File: config.mk
export PLATFORM = sky130hd
export DESIGN_NAME = serial_subtractor_flat
export DESIGN_NICKNAME = d
export VERILOG_FILES = /design/src/rtl/serial_subtractor_if.sv /design/src/rtl/serial_subtractor.sv /design/src/flat_wrapper.sv
export SDC_FILE = /design/constraint.sdc
export NUM_CORES = 1
export LEC_CHECK = 0
export CORE_MARGIN = 1
export CORE_UTILIZATION = 27
export DETAILED_ROUTE_END_ITERATION = 12
export PLACE_DENSITY = 0.53
export SYNTH_ARGS = -nofsm -noshare
export SYNTH_HDL_FRONTEND = slang
export SYNTH_SLANG_ARGS = --single-unit
File: constraint.sdc
create_clock -name clk -period 1.3 [get_ports clk]
set_clock_uncertainty 0.1 [all_clocks]
set_input_delay 0.26 -clock clk [delete_from_list [all_inputs] [get_ports clk]]
set_output_delay 0.26 -clock clk [all_outputs]
set_load 0.005 [all_outputs]
File: src/rtl/serial_subtractor_if.sv
// Bundle of the start/operand/result signals of serial_subtractor.
//   master : requester side - drives start, a, b, b_in; observes results.
//   slave  : the subtractor - observes the request; drives busy, done,
//            diff, b_out, ovf, zero.
interface serial_subtractor_if #(
  parameter int WIDTH = 4
);
  logic             start;
  logic [WIDTH-1:0] a;
  logic [WIDTH-1:0] b;
  logic             b_in;
  logic             busy;
  logic             done;
  logic [WIDTH-1:0] diff;
  logic             b_out;
  logic             ovf;
  logic             zero;

  modport master (
    output start, a, b, b_in,
    input  busy, done, diff, b_out, ovf, zero
  );

  modport slave (
    input  start, a, b, b_in,
    output busy, done, diff, b_out, ovf, zero
  );
endinterface

File: src/rtl/serial_subtractor.sv
// Bit-serial subtractor: diff = a - b - b_in (mod 2^WIDTH), one bit per
// clock, LSB first. A start accepted in IDLE captures the operands, the
// block spends WIDTH cycles in RUN (busy=1), then one cycle in DONE
// (done=1). Results are registered on the edge entering DONE and held
// until the next completion or reset.
// Ports:
//   clk  - clock, rising edge
//   rst  - synchronous, active-high reset
//   bus  - serial_subtractor_if.slave: start, a, b, b_in in;
//          busy, done, diff, b_out, ovf, zero out
module serial_subtractor #(
  parameter int WIDTH = 4
) (
  input  logic                clk,
  input  logic                rst,
  serial_subtractor_if.slave  bus
);

  localparam int CW = (WIDTH > 1) ? $clog2(WIDTH) : 1;

  typedef enum logic [1:0] {
    IDLE = 2'd0,
    RUN  = 2'd1,
    DONE = 2'd2
  } state_t;

  state_t           r_state;
  logic [CW-1:0]    r_cnt;
  logic [WIDTH-1:0] r_a;
  logic [WIDTH-1:0] r_b;
  logic             r_br;
  // Holds the WIDTH-1 bits already produced; the final bit is merged in
  // combinationally on the last RUN cycle, so no unused LSB is kept.
  logic [WIDTH-2:0] r_part;
  logic             r_busy;
  logic             r_done;
  logic [WIDTH-1:0] r_diff;
  logic             r_b_out;
  logic             r_ovf;
  logic             r_zero;

  logic             w_ai;
  logic             w_bi;
  logic             w_d;
  logic             w_br_next;
  logic [WIDTH-1:0] w_shift;
  logic             w_last;

  assign w_ai      = r_a[0];
  assign w_bi      = r_b[0];
  assign w_d       = w_ai ^ w_bi ^ r_br;
  assign w_br_next = (~w_ai & w_bi) | (~(w_ai ^ w_bi) & r_br);
  assign w_shift   = {w_d, r_part};
  assign w_last    = (r_cnt == CW'(WIDTH - 1));

  always_ff @(posedge clk) begin
    if (rst) begin
      r_state <= IDLE;
      r_cnt   <= '0;
      r_a     <= '0;
      r_b     <= '0;
      r_br    <= 1'b0;
      r_part  <= '0;
      r_busy  <= 1'b0;
      r_done  <= 1'b0;
      r_diff  <= '0;
      r_b_out <= 1'b0;
      r_ovf   <= 1'b0;
      r_zero  <= 1'b0;
    end else begin
      case (r_state)
        IDLE: begin
          r_done <= 1'b0;
          if (bus.start) begin
            r_a     <= bus.a;
            r_b     <= bus.b;
            r_br    <= bus.b_in;
            r_cnt   <= '0;
            r_part  <= '0;
            r_busy  <= 1'b1;
            r_state <= RUN;
          end
        end
        RUN: begin
          r_a    <= r_a >> 1;
          r_b    <= r_b >> 1;
          r_br   <= w_br_next;
          r_part <= w_shift[WIDTH-1:1];
          r_cnt  <= r_cnt + 1'b1;
          if (w_last) begin
            r_state <= DONE;
            r_busy  <= 1'b0;
            r_done  <= 1'b1;
            r_diff  <= w_shift;
            r_b_out <= w_br_next;
            // r_br is the borrow into the MSB position on this cycle.
            r_ovf   <= r_br ^ w_br_next;
            r_zero  <= (w_shift == '0);
          end
        end
        DONE: begin
          r_done  <= 1'b0;
          r_state <= IDLE;
        end
        default: begin
          r_busy  <= 1'b0;
          r_done  <= 1'b0;
          r_state <= IDLE;
        end
      endcase
    end
  end

  assign bus.busy  = r_busy;
  assign bus.done  = r_done;
  assign bus.diff  = r_diff;
  assign bus.b_out = r_b_out;
  assign bus.ovf   = r_ovf;
  assign bus.zero  = r_zero;

endmodule

File: src/flat_wrapper.sv
// flat-port wrapper written by rule: the top's interface ports become plain ports
module serial_subtractor_flat 
#(
  parameter int WIDTH = 4
)
  (clk, rst, bus_start, bus_a, bus_b, bus_b_in, bus_busy, bus_done, bus_diff, bus_b_out, bus_ovf, bus_zero);
  serial_subtractor_if #(.WIDTH(WIDTH)) bus_i ();
  input  logic clk;
  input  logic rst;
  input wire logic [$bits(bus_i.start)-1:0] bus_start;
  input wire logic [$bits(bus_i.a)-1:0] bus_a;
  input wire logic [$bits(bus_i.b)-1:0] bus_b;
  input wire logic [$bits(bus_i.b_in)-1:0] bus_b_in;
  output wire logic [$bits(bus_i.busy)-1:0] bus_busy;
  output wire logic [$bits(bus_i.done)-1:0] bus_done;
  output wire logic [$bits(bus_i.diff)-1:0] bus_diff;
  output wire logic [$bits(bus_i.b_out)-1:0] bus_b_out;
  output wire logic [$bits(bus_i.ovf)-1:0] bus_ovf;
  output wire logic [$bits(bus_i.zero)-1:0] bus_zero;
  assign bus_i.start = bus_start;
  assign bus_i.a = bus_a;
  assign bus_i.b = bus_b;
  assign bus_i.b_in = bus_b_in;
  assign bus_busy = bus_i.busy;
  assign bus_done = bus_i.done;
  assign bus_diff = bus_i.diff;
  assign bus_b_out = bus_i.b_out;
  assign bus_ovf = bus_i.ovf;
  assign bus_zero = bus_i.zero;
  serial_subtractor #(.WIDTH(WIDTH)) u_core (.clk(clk), .rst(rst), .bus(bus_i));
endmodule
* Word-level counts from Yosys, hierarchy flattened *
Index checks and enable logic that the tools add are counted.
Widths: inputs -> output; s select.

word-level totals
  register bits after elaboration = 25
  input port bits = 12
  word-level logic and storage cells = 52
  output and inout port bits = 9

operators by class
  bitwise logic cells = 10
  add/subtract/negate cells = 1
  reduce and logical (&&, ||, !) cells = 8
  equality and inequality tests = 5
  mux-type cells = 16

operators by type and width
  cell                 number
  $pmux 4 s2           2
  $mux 4               2
  $pmux 2 s2           2
  $mux 2               3
  $pmux 3 s2           1
  $reduce_and 2->1     3
  $eq 2x2->1 const B   2
  $logic_not 4->1      1
  $not 1->1            4
  $mux 1               3
  $mux 3               1
  $pmux 1 s3           1
  $reduce_and 3->1     1
  $xor 1x1->1          3
  $add 2x1->2 const B  1
  $and 1x1->1          2
  $eq 2x1->1 const B   1
  $logic_not 2->1      1
  $ne 2x1->1 const B   1
  $ne 2x2->1 const B   1
  $pmux 1 s2           1
  $reduce_bool 2->1    1
  $reduce_or 2->1      1
  $or 1x1->1           1

* Depth between registers and ports, before layout *
Gate-level depths: netlist (run 1).

  depth in word-level cells = 5
  gate-level depth with buffers = 5
  gate-level depth less buffers = 5

* Worst setup path before layout (run 1) *
OpenSTA, ideal clock, no wires.

  kind = reg-to-reg
  from = reg u_core.r_br
  to = reg u_core.r_zero, in the netlist u_core.bus.zero
  setup time = 0.071 ns
  path buffers = 0
  data required time = 1.129 ns
  setup slack = -0.113 ns
  clock period less this slack = 1.413 ns
  arrival time = 1.242 ns
  stages on the path, launching flop included = 6
  path through = dfxtp_1 -> inv_1 -> fa_1 -> nor4_1 -> nand3_1 -> a21oi_1

between the ends
  cells in the longest elaborated chain, start to end = 2

RTL lines
  item                    line                     text
  start, declared         serial_subtractor.sv:31  logic r_br;
  start signal, assigned  serial_subtractor.sv:77  r_br <= bus.b_in;
  start signal, assigned  serial_subtractor.sv:87  r_br <= w_br_next;
  $xor 1x1->1             serial_subtractor.sv:51  assign w_d = w_ai ^ w_bi ^ r_br;
  via u_core.w_d          serial_subtractor.sv:44  logic w_d;
  $logic_not 4->1         serial_subtractor.sv:98  r_zero <= (w_shift == '0);
  end signal, assigned    serial_subtractor.sv:98
  end, declared           serial_subtractor.sv:40  logic r_zero;

The timed path passes the listed nets, and every way through them passes these cells.
A chain may end at the register's enable or synchronous reset.

* Worst setup path in the final report (run 1) *
Ends and elaborated chain as after synthesis.

==> flow_summary.json, run 1 <==
{
  "start_util": 0.2856,
  "hold_viol_final": 0,
  "drv_slew": 0,
  "crit_required_ps": 1390,
  "antenna_found_initial": 0,
  "power_frac_clock": 0.279,
  "hold_class": "reg2reg",
  "whs_endpoint": "u_core.bus.zero$_SDFFE_PP0P_",
  "syn2layout_area_growth_pct": 43.82,
  "synth_cells": 106,
  "drv_cap": 0,
  "regArea_sq_um": 519.2,
  "cts_tree": "done",
  "wl_per_cell_um": 12.61,
  "grt_pass1_vias": 862,
  "power_mw": 1.615,
  "pwr-share-seq": 0.517,
  "p_int_mw": 1.209,
  "crit_fanout": 2,
  "grt-ovfl-total": 0,
  "setup_ws_ps": -160.9,
  "cts_inserted_buffers": 3,
  "switching_power_uw": 405.7,
  "powerDensity_nw_per_um2": 1066,
  "peakVddDrop_v": 0.0005145,
  "grt_pass1_wl_um": 3891,
  "dp_hpwl_um": 1617,
  "clock_path_buffers": 2,
  "worstHoldPathCells": 2,
  "ys_async_sr_fraction": 0,
  "place.port_buffers": 20,
  "die_y_um": 64.47,
  "cp-end-kind": "register",
  "drt_first_pass_iters": 4,
  "max_slew_margin": 0.7690,
  "insertion_delay_ps": 260,
  "rows": 22,
  "setup_viol": 5,
  "viasPerCell": 4.614,
  "multiInputGateArea_sq_um": 583.1,
  "synth_nets": 120,
  "worstSetupPathType": "reg2reg",
  "violations": "setup timing",
  "grt_max_degree": 15,
  "syn_area_per_cell_sq_um": 9.939,
  "drive_gt1_frac": 0.3603,
  "final_common_cell": "nor2_1",
  "comb_power_share": 0.204,
  "drt_iter0_drc": 17,
  "worst_pin_slew_ps": 346.3,
  "cts_hold_buf": 0,
  "nets": 151,
  "p_leak_nw": 0.6691,
  "ff2ff_setup_slack_ps": -160,
  "drt_wl_total_um": 2321,
  "clock-sinks": 25,
  "cts-htree-levels": 1,
  "setup_tns_ps": -521.2,
  "r2r-end": "u_core.bus.zero$_SDFFE_PP0P_",
  "io-pin-count": 21,
  "outcome": "finished, violations left",
  "core_sq_um": 3689,
  "min-delay-start": "u_core.bus.zero$_SDFFE_PP0P_",
  "synth_ff_type": "dfxtp_1",
  "rsz0062_at_grt": "yes",
  "synth_area_sq_um": 1054,
  "final_antenna_net_count": 0,
  "fp.dieW_um": 64.47,
  "die_area_sq_um": 4156,
  "worst_setup_path_start_kind": "register",
  "switching_share": 0.2513,
  "yosysUniqueCellTypes": 31,
  "reg2reg_depth": 5,
  "synth.yosys.warnings": 0,
  "period_minus_slack_ps": 1461,
  "yosysSeqAreaShare": 0.4751,
  "ys_ff_latch": 25,
  "gp_congestion": 0.6612,
  "final.period_utilization": 1.124,
  "clockRootBuffer": "clkbuf_8",
  "diodes": 0,
  "mostFrequentLayoutCells": "nor2_1, dfxtp_2, dfxtp_1",
  "synth_edf_count": 0,
  "num_vias": 849,
  "nFillCells": 390,
  "globalRouteTotalUtil": 0.1214,
  "drc_errors": 0,
  "clk_pin_slew_ps": 80,
  "fmax_mhz": 684.5,
  "arrival_ps": 1560,
  "rr_startpoint": "u_core.r_br$_SDFFE_PP0P_"
}
==> synthesized netlist by cell type, types with 2 or more instances <==
cell type,count,area share
dfxtp_1,25,0.48
nor2_1,18,0.064
mux2i_1,11,0.10
a22oi_1,6,0.043
a211oi_1,4,0.029
a21oi_1,4,0.019
inv_1,4,0.014
clkbuf_1,3,0.011
a211oi_2,2,0.024
a21oi_2,2,0.017
buf_4,2,0.014
nand2_1,2,0.0071
nand3_1,2,0.0095
nor2b_1,2,0.012
nor3_1,2,0.0095
nor3b_1,2,0.014
==> registers in the layout, indices dropped and copies added (netlist names), 2 cells and up <==
name / count
u_core.r_part: 3
u_core.r_state: 2
u_core.r_b: 4
u_core.bus.diff: 4
u_core.r_a: 4
u_core.r_cnt: 2
==> metrics by stage <==
stage	area, sq um	hold slack, ps	utilization	instances	setup slack, ps
CTS	1465	357.7	0.3972	184	-142.4
detailed placement	1376	353.2	0.3731	178	-456.7
finish	1515	356.3	0.4108	184	-160.9
floorplan	1082	308.3	-	106	-75.14
global placement	1376	343.7	0.3731	178	-354.8
global route	1515	373.4	0.4108	184	-257.6
==> logic make-up after synthesis <==
kind of cell | count (synthesis) | synth area share
XOR/XNOR | 1 | 0.008315
AO/OA/AOI/OAI | 23 | 0.1686
adder cells (fa/ha/maj) | 2 | 0.03088
buffers and inverters | 11 | 0.05462
multiplexers | 11 | 0.1045
flip-flops | 25 | 0.4751
AND/OR/NAND/NOR | 33 | 0.1580
==> area by class of cell <==
type                       instances  share of cell area
tap                               48             0.03964
multi-input combinational         70              0.3848
timing repair buffer              33              0.1932
sequential                        25              0.3427
inverter                           4            0.009909
clock buffer                       4             0.02973
==> worst max-delay path, stage by stage (launching register included) <==
cell and delay [ps]:
dfxtp_2 330, inv_2 60, fa_2 490, nor4_4 160
nand3_1 110, a21oi_1 140
==> power by group through the flow <==
stage / registers, mW / logic, mW / clock network (mW)
after floorplan: 0.845 / 0.159 / 0
after global placement: 0.847 / 0.269 / 0
after detailed placement: 0.848 / 0.275 / 0
after CTS: 0.833 / 0.306 / 0.467
after global routing: 0.839 / 0.359 / 0.492
final: 0.835 / 0.330 / 0.450
==> worst max path at each step <==
stage                     slack (ps)                            to                  startpoint  cells past startpoint
after global placement          -350    u_core.r_a[3]$_SDFFE_PP0P_                   bus_start                      5
final                           -160  u_core.bus.zero$_SDFFE_PP0P_    u_core.r_br$_SDFFE_PP0P_                      5
after detailed placement        -460    u_core.r_a[3]$_SDFFE_PP0P_                   bus_start                      5
after global routing            -260  u_core.bus.zero$_SDFFE_PP0P_    u_core.r_br$_SDFFE_PP0P_                      5
after CTS                       -140  u_core.bus.zero$_SDFFE_PP0P_  u_core.r_b[0]$_SDFFE_PP0P_                      5
after floorplan                  -80  u_core.bus.zero$_SDFFE_PP0P_    u_core.r_br$_SDFFE_PP0P_                      5
==> layer usage <==
layer,GRT usage,vias up,wire length [um]
li1,-,438,-
met1,0.1546,399,1107
met2,0.2026,12,1152
met3,0.01937,0,61
met4,0.05000,0,0
met5,0,-,0
==> what timing repair did <==
item	in CTS	in global routing
setup endpoints to repair	27	17
setup buffers	2	0
gates resized for setup	25	10
pin swaps	4	5
(Power assumes the default switching activity.)
==> run 2: changes to the inputs <==
--- a/config.mk
+++ b/config.mk
@@ -5,9 +5,12 @@
 export SDC_FILE = /design/constraint.sdc
 export NUM_CORES = 1
 export LEC_CHECK = 0
+export CAP_MARGIN = 0
 export CORE_MARGIN = 1
 export CORE_UTILIZATION = 27
+export CTS_CLUSTER_DIAMETER = 80
 export DETAILED_ROUTE_END_ITERATION = 12
+export MAX_ROUTING_LAYER = met4
 export PLACE_DENSITY = 0.53
 export SYNTH_ARGS = -nofsm -noshare
 export SYNTH_HDL_FRONTEND = slang
==> run 2 against run 1 <==
Compared with the run above: the flow still finishes with violations (setup timing); non-clock buffer count stayed put; total power rose by 0.24%; routed wire length increased by 0.17%; final cell count is the same; clock-buffer cell count is the same; highest routed layer unchanged; combinational power is essentially flat; register-to-register slack about the same; worst setup slack worse by 2.7 ps; sequential cell count unchanged; hold slack hardly changed; final area is the same; sequential share of layout area stayed put.
==> flow_summary.json, run 2 (synthesis gave the netlist of run 1 again) <==
{
  "outcome": "finished, violations left",
  "violations": "setup timing",
  "core_sq_um": 3689,
  "die_y_um": 64.47,
  "cp-end-kind": "register",
  "cts_hold_buf": 0,
  "final_common_cell": "nor2_1",
  "gp_congestion": 0.6674,
  "arrival_ps": 1560,
  "max_stage_delay_ps": 490,
  "nFillCells": 390,
  "final_antenna_net_count": 0,
  "ff2ff_setup_slack_ps": -160,
  "top_layer_used": "met3",
  "fp.dieW_um": 64.47,
  "clk_pin_slew_ps": 90,
  "cts-htree-levels": 1,
  "powerDensity_nw_per_um2": 1068,
  "setup_tns_ps": -531.8,
  "hold_viol_final": 0,
  "io-pin-count": 21,
  "final.period_utilization": 1.126,
  "worstHoldPathCells": 2,
  "rsz0062_at_grt": "yes",
  "worst_pin_slew_ps": 346.3,
  "critPathTopFamily": "adder cells",
  "drv_slew": 0,
  "crit_fanout": 2,
  "place_area_sq_um": 1376,
  "rows": 22,
  "antenna_found_initial": 0,
  "final_util": 0.4108,
  "cts_tree": "done",
  "clockRootBuffer": "clkbuf_8",
  "grt_pass1_wl_um": 3884,
  "cp_num_buf_inv": 1,
  "startpoint": "u_core.r_br$_SDFFE_PP0P_",
  "design_area_sq_um": 1515,
  "routed-wl-met2_um": 1156,
  "cts_inserted_buffers": 3,
  "nets": 151,
  "drt_wl_total_um": 2325,
  "diodes": 0,
  "rr_startpoint": "u_core.r_br$_SDFFE_PP0P_",
  "period_minus_slack_ps": 1464,
  "fmax_mhz": 683.3,
  "globalRouteTotalUtil": 0.1251,
  "grt_pass1_vias": 861,
  "grt-ovfl-total": 0,
  "crit_chain": "inv_2, fa_2, nor4_4, nand3_1, a21oi_1",
  "pre_cts_ws_ps": -456.7,
  "wl_per_cell_um": 12.64,
  "mostFrequentLayoutCells": "nor2_1, dfxtp_2, dfxtp_1",
  "hold_class": "reg2reg",
  "die_area_sq_um": 4156,
  "viasPerCell": 4.614,
  "slowest_stage": "fa_2",
  "dp_hpwl_um": 1617,
  "critical_path_depth": 5,
  "grt_max_degree": 15,
  "clock-sinks": 25,
  "crit_required_ps": 1390,
  "peakVddDrop_v": 0.0005145,
  "setup_viol": 5,
  "clock_path_buffers": 2,
  "drc_errors": 0,
  "place.port_buffers": 20,
  "power_mw": 1.619,
  "worstSetupPathType": "reg2reg",
  "insertion_delay_ps": 260,
  "num_vias": 849,
  "reg2reg_depth": 5,
  "min-delay-start": "u_core.bus.zero$_SDFFE_PP0P_",
  "worst_setup_path_start_kind": "register",
  "drt_iter0_drc": 17,
  "m1WireLength_um": 1121,
  "p_leak_nw": 0.6691,
  "syn2layout_area_growth_pct": 43.82,
  "drt_first_pass_iters": 4,
  "drv_cap": 0,
  "dr_wl_met3_um": 48,
  "setup_ws_ps": -163.6,
  "drive_gt1_frac": 0.3603,
  "max_slew_margin": 0.7690,
  "start_util": 0.2856
}
==> run 2: cell counts in the layout (fill, tap and decap cells not counted) <==
No cell type changed its count.
==> run 2: power breakdown <==
part	leakage, nW	internal (mW)	switching [mW]
logic	0.437	0.186	0.144
clock network	0.0228	0.219	0.235
registers	0.210	0.804	0.0306
==> run 2: routing by layer <==
layer  vias up  global-route usage
met3         0             0.01585
met5         -                   -
li1        438                   -
met1       399              0.1589
met2        12              0.2013
met4         0             0.05000
==> run 2: path summary, 6_finish.rpt <==
| check | end |
|---|---|
| max | u_core.bus.zero$_SDFFE_PP0P_ |
| min | u_core.bus.zero$_SDFFE_PP0P_ |
| max reg2reg | u_core.bus.zero$_SDFFE_PP0P_ |
| min reg2reg | u_core.bus.zero$_SDFFE_PP0P_ |
==> run 2: final cells by class <==
cell class | count | area [sq um] | area share
Multi-Input combinational cell | 70 | 583.1 | 0.3848
Sequential cell | 25 | 519.2 | 0.3427
Timing Repair Buffer | 33 | 292.8 | 0.1932
Tap cell | 48 | 60.06 | 0.03964
Clock buffer | 4 | 45.04 | 0.02973
Inverter | 4 | 15.01 | 0.009909
==> run 2: timing repair <==
action                     in CTS  in global routing
resized for setup              25                 10
setup endpoints to repair      27                 17
buffers inserted                2                  0
pin swaps                       4                  5
==> run 2: per-stage QoR <==
| step | instances | hold WS (ps) |
|---|---|---|
| after floorplan | 106 | 308.3 |
| after global placement | 178 | 343.7 |
| after detailed placement | 178 | 353.2 |
| after CTS | 184 | 357.7 |
| after global routing | 184 | 373.4 |
| final | 184 | 356.3 |
==> run 2: worst min-delay path: cells and delay by family (launching register included) <==
kind | cells | cell delay (ps)
flip-flops | 1 | 320
AND/OR/NAND/NOR | 1 | 50
AO/OA/AOI/OAI | 1 | 50
==> run 3: changes to the inputs <==
--- a/config.mk
+++ b/config.mk
@@ -12,6 +12,7 @@
 export DETAILED_ROUTE_END_ITERATION = 12
 export MAX_ROUTING_LAYER = met4
 export PLACE_DENSITY = 0.53
+export SKIP_LAST_GASP = 1
 export SYNTH_ARGS = -nofsm -noshare
 export SYNTH_HDL_FRONTEND = slang
 export SYNTH_SLANG_ARGS = --single-unit
==> run 3 against run 2 <==
Compared with the run above: the flow still finishes with violations (setup timing); largest cell class unchanged; total power down 0.16%; maximum frequency hardly changed; die area stayed put; routed wire length rose by 0.17%; combinational power barely moved; clock-buffer cell count unchanged; hold slack is the same; core utilization shrank 0.17 points; first-iteration DRC count decreased by 5.9%; register-to-register slack about the same.
==> flow_summary.json, run 3 (synthesis gave the netlist of run 1 again) <==
{
  "max_slew_margin": 0.7689,
  "syn2layout_area_growth_pct": 43.23,
  "dp_hpwl_um": 1617,
  "insertion_delay_ps": 270,
  "drv_cap": 0,
  "clock-sinks": 25,
  "critPathTopFamily": "adder cells",
  "drv_slew": 0,
  "drive_gt1_frac": 0.3456,
  "nets": 151,
  "max_stage_delay_ps": 490,
  "gp_congestion": 0.6674,
  "final_util": 0.4091,
  "die_area_sq_um": 4156,
  "p_leak_nw": 0.6679,
  "pre_cts_ws_ps": -456.7,
  "switching_power_uw": 408.7,
  "cts_inserted_buffers": 3,
  "drt_wl_total_um": 2329,
  "num_vias": 849,
  "fp.dieW_um": 64.47,
  "crit_chain": "inv_2, fa_2, nor4_4, nand3_1, a21oi_1",
  "violations": "setup timing",
  "io-pin-count": 21,
  "grt_pass1_vias": 862,
  "wl_per_cell_um": 12.66,
  "outcome": "finished, violations left",
  "start_util": 0.2856,
  "power_frac_clock": 0.281,
  "worstSetupPathType": "reg2reg",
  "slowest_stage": "fa_2",
  "worst_pin_slew_ps": 346.5,
  "clockRootBuffer": "clkbuf_8",
  "final_antenna_net_count": 0,
  "drt_iter0_drc": 16,
  "arrival_ps": 1560,
  "hold_class": "reg2reg",
  "period_minus_slack_ps": 1464,
  "peakVddDrop_v": 0.0005144,
  "viasPerCell": 4.614,
  "mostFrequentLayoutCells": "nor2_1, dfxtp_1, buf_4, dfxtp_2",
  "crit_required_ps": 1390,
  "comb_power_share": 0.203,
  "cts_hold_buf": 0,
  "rows": 22,
  "diodes": 0,
  "die_y_um": 64.47,
  "place.port_buffers": 20,
  "drt_first_pass_iters": 4,
  "grt_pass1_wl_um": 3884,
  "cts-htree-levels": 1,
  "powerDensity_nw_per_um2": 1071,
  "final_common_cell": "nor2_1",
  "globalRouteTotalUtil": 0.1251,
  "nFillCells": 388,
  "final.period_utilization": 1.126,
  "setup_viol": 5,
  "switching_share": 0.2529,
  "grt-ovfl-total": 0,
  "hold_viol_final": 0,
  "p_int_mw": 1.207,
  "setup_tns_ps": -533.3,
  "crit_fanout": 2,
  "pwr-share-seq": 0.516,
  "rsz0062_at_grt": "yes",
  "fmax_mhz": 683.1,
  "worst_setup_path_start_kind": "register",
  "clk_pin_slew_ps": 90,
  "setup_ws_ps": -163.9,
  "cp-end-kind": "register",
  "clock_path_buffers": 2,
  "grt_max_degree": 15,
  "drc_errors": 0,
  "cp_num_buf_inv": 1,
  "cts_tree": "done",
  "antenna_found_initial": 0,
  "core_sq_um": 3689
}
run 3: per-layer routing:
| metal | wire length, um | up-vias | part of all wire | GRT usage |
|---|---|---|---|---|
| li1 | - | 438 | - | - |
| met1 | 1123 | 399 | 0.48 | 0.1589 |
| met2 | 1157 | 12 | 0.50 | 0.2013 |
| met3 | 48 | 0 | 0.021 | 0.01585 |
| met4 | 0 | 0 | 0 | 0.05000 |
| met5 | 0 | - | 0 | - |
run 3: final cells by class:
class                      count  area, sq um  share of cell area
multi-input combinational     70        578.1              0.3831
timing repair buffer          33        292.8              0.1940
clock buffer                   4        45.04             0.02985
tap                           48        60.06             0.03980
sequential                    25        518.0              0.3433
inverter                       4        15.01            0.009950
run 3: metrics by stage:
step / power (mW) / hold WS [ps] / area [sq um] / instances
2_1_floorplan: 1.005 / 308.3 / 1082 / 106
3_3_place_gp: 1.116 / 343.7 / 1376 / 178
3_5_place_dp: 1.123 / 353.2 / 1376 / 178
4_1_cts: 1.606 / 357.7 / 1465 / 184
5_1_grt: 1.692 / 373.4 / 1509 / 184
6_report: 1.616 / 356.3 / 1509 / 184
run 3: final timing paths:
kind	startpoint	end	slack [ps]	cells past startpoint
worst min-delay path	u_core.bus.zero$_SDFFE_PP0P_	u_core.bus.zero$_SDFFE_PP0P_	360	2
worst max register to register	u_core.r_br$_SDFFE_PP0P_	u_core.bus.zero$_SDFFE_PP0P_	-160	5
worst min register to register	u_core.bus.zero$_SDFFE_PP0P_	u_core.bus.zero$_SDFFE_PP0P_	360	2
worst max-delay path	u_core.r_br$_SDFFE_PP0P_	u_core.bus.zero$_SDFFE_PP0P_	-160	5
run 3: repair_timing:
action                                  in CTS  in global routing
buffers inserted                             2                  0
endpoints found under the hold margin        0                  0
gates resized for setup                     25                  8
pin swaps                                    4                  5
endpoints found under the setup margin      27                 17
run 3: power by group through the flow:
stage               combinational (mW)  clock (mW)  sequential [mW]
floorplan                        0.159           0            0.845
global placement                 0.269           0            0.847
detailed placement               0.275           0            0.848
CTS                              0.306       0.467            0.833
global route                     0.358       0.496            0.838
finish                           0.328       0.454            0.834
run 3: worst min-delay path, cell delays in order, from the launching register on:
cell	delay [ps]
dfxtp_2	320
nand2_1	50
a21oi_1	50
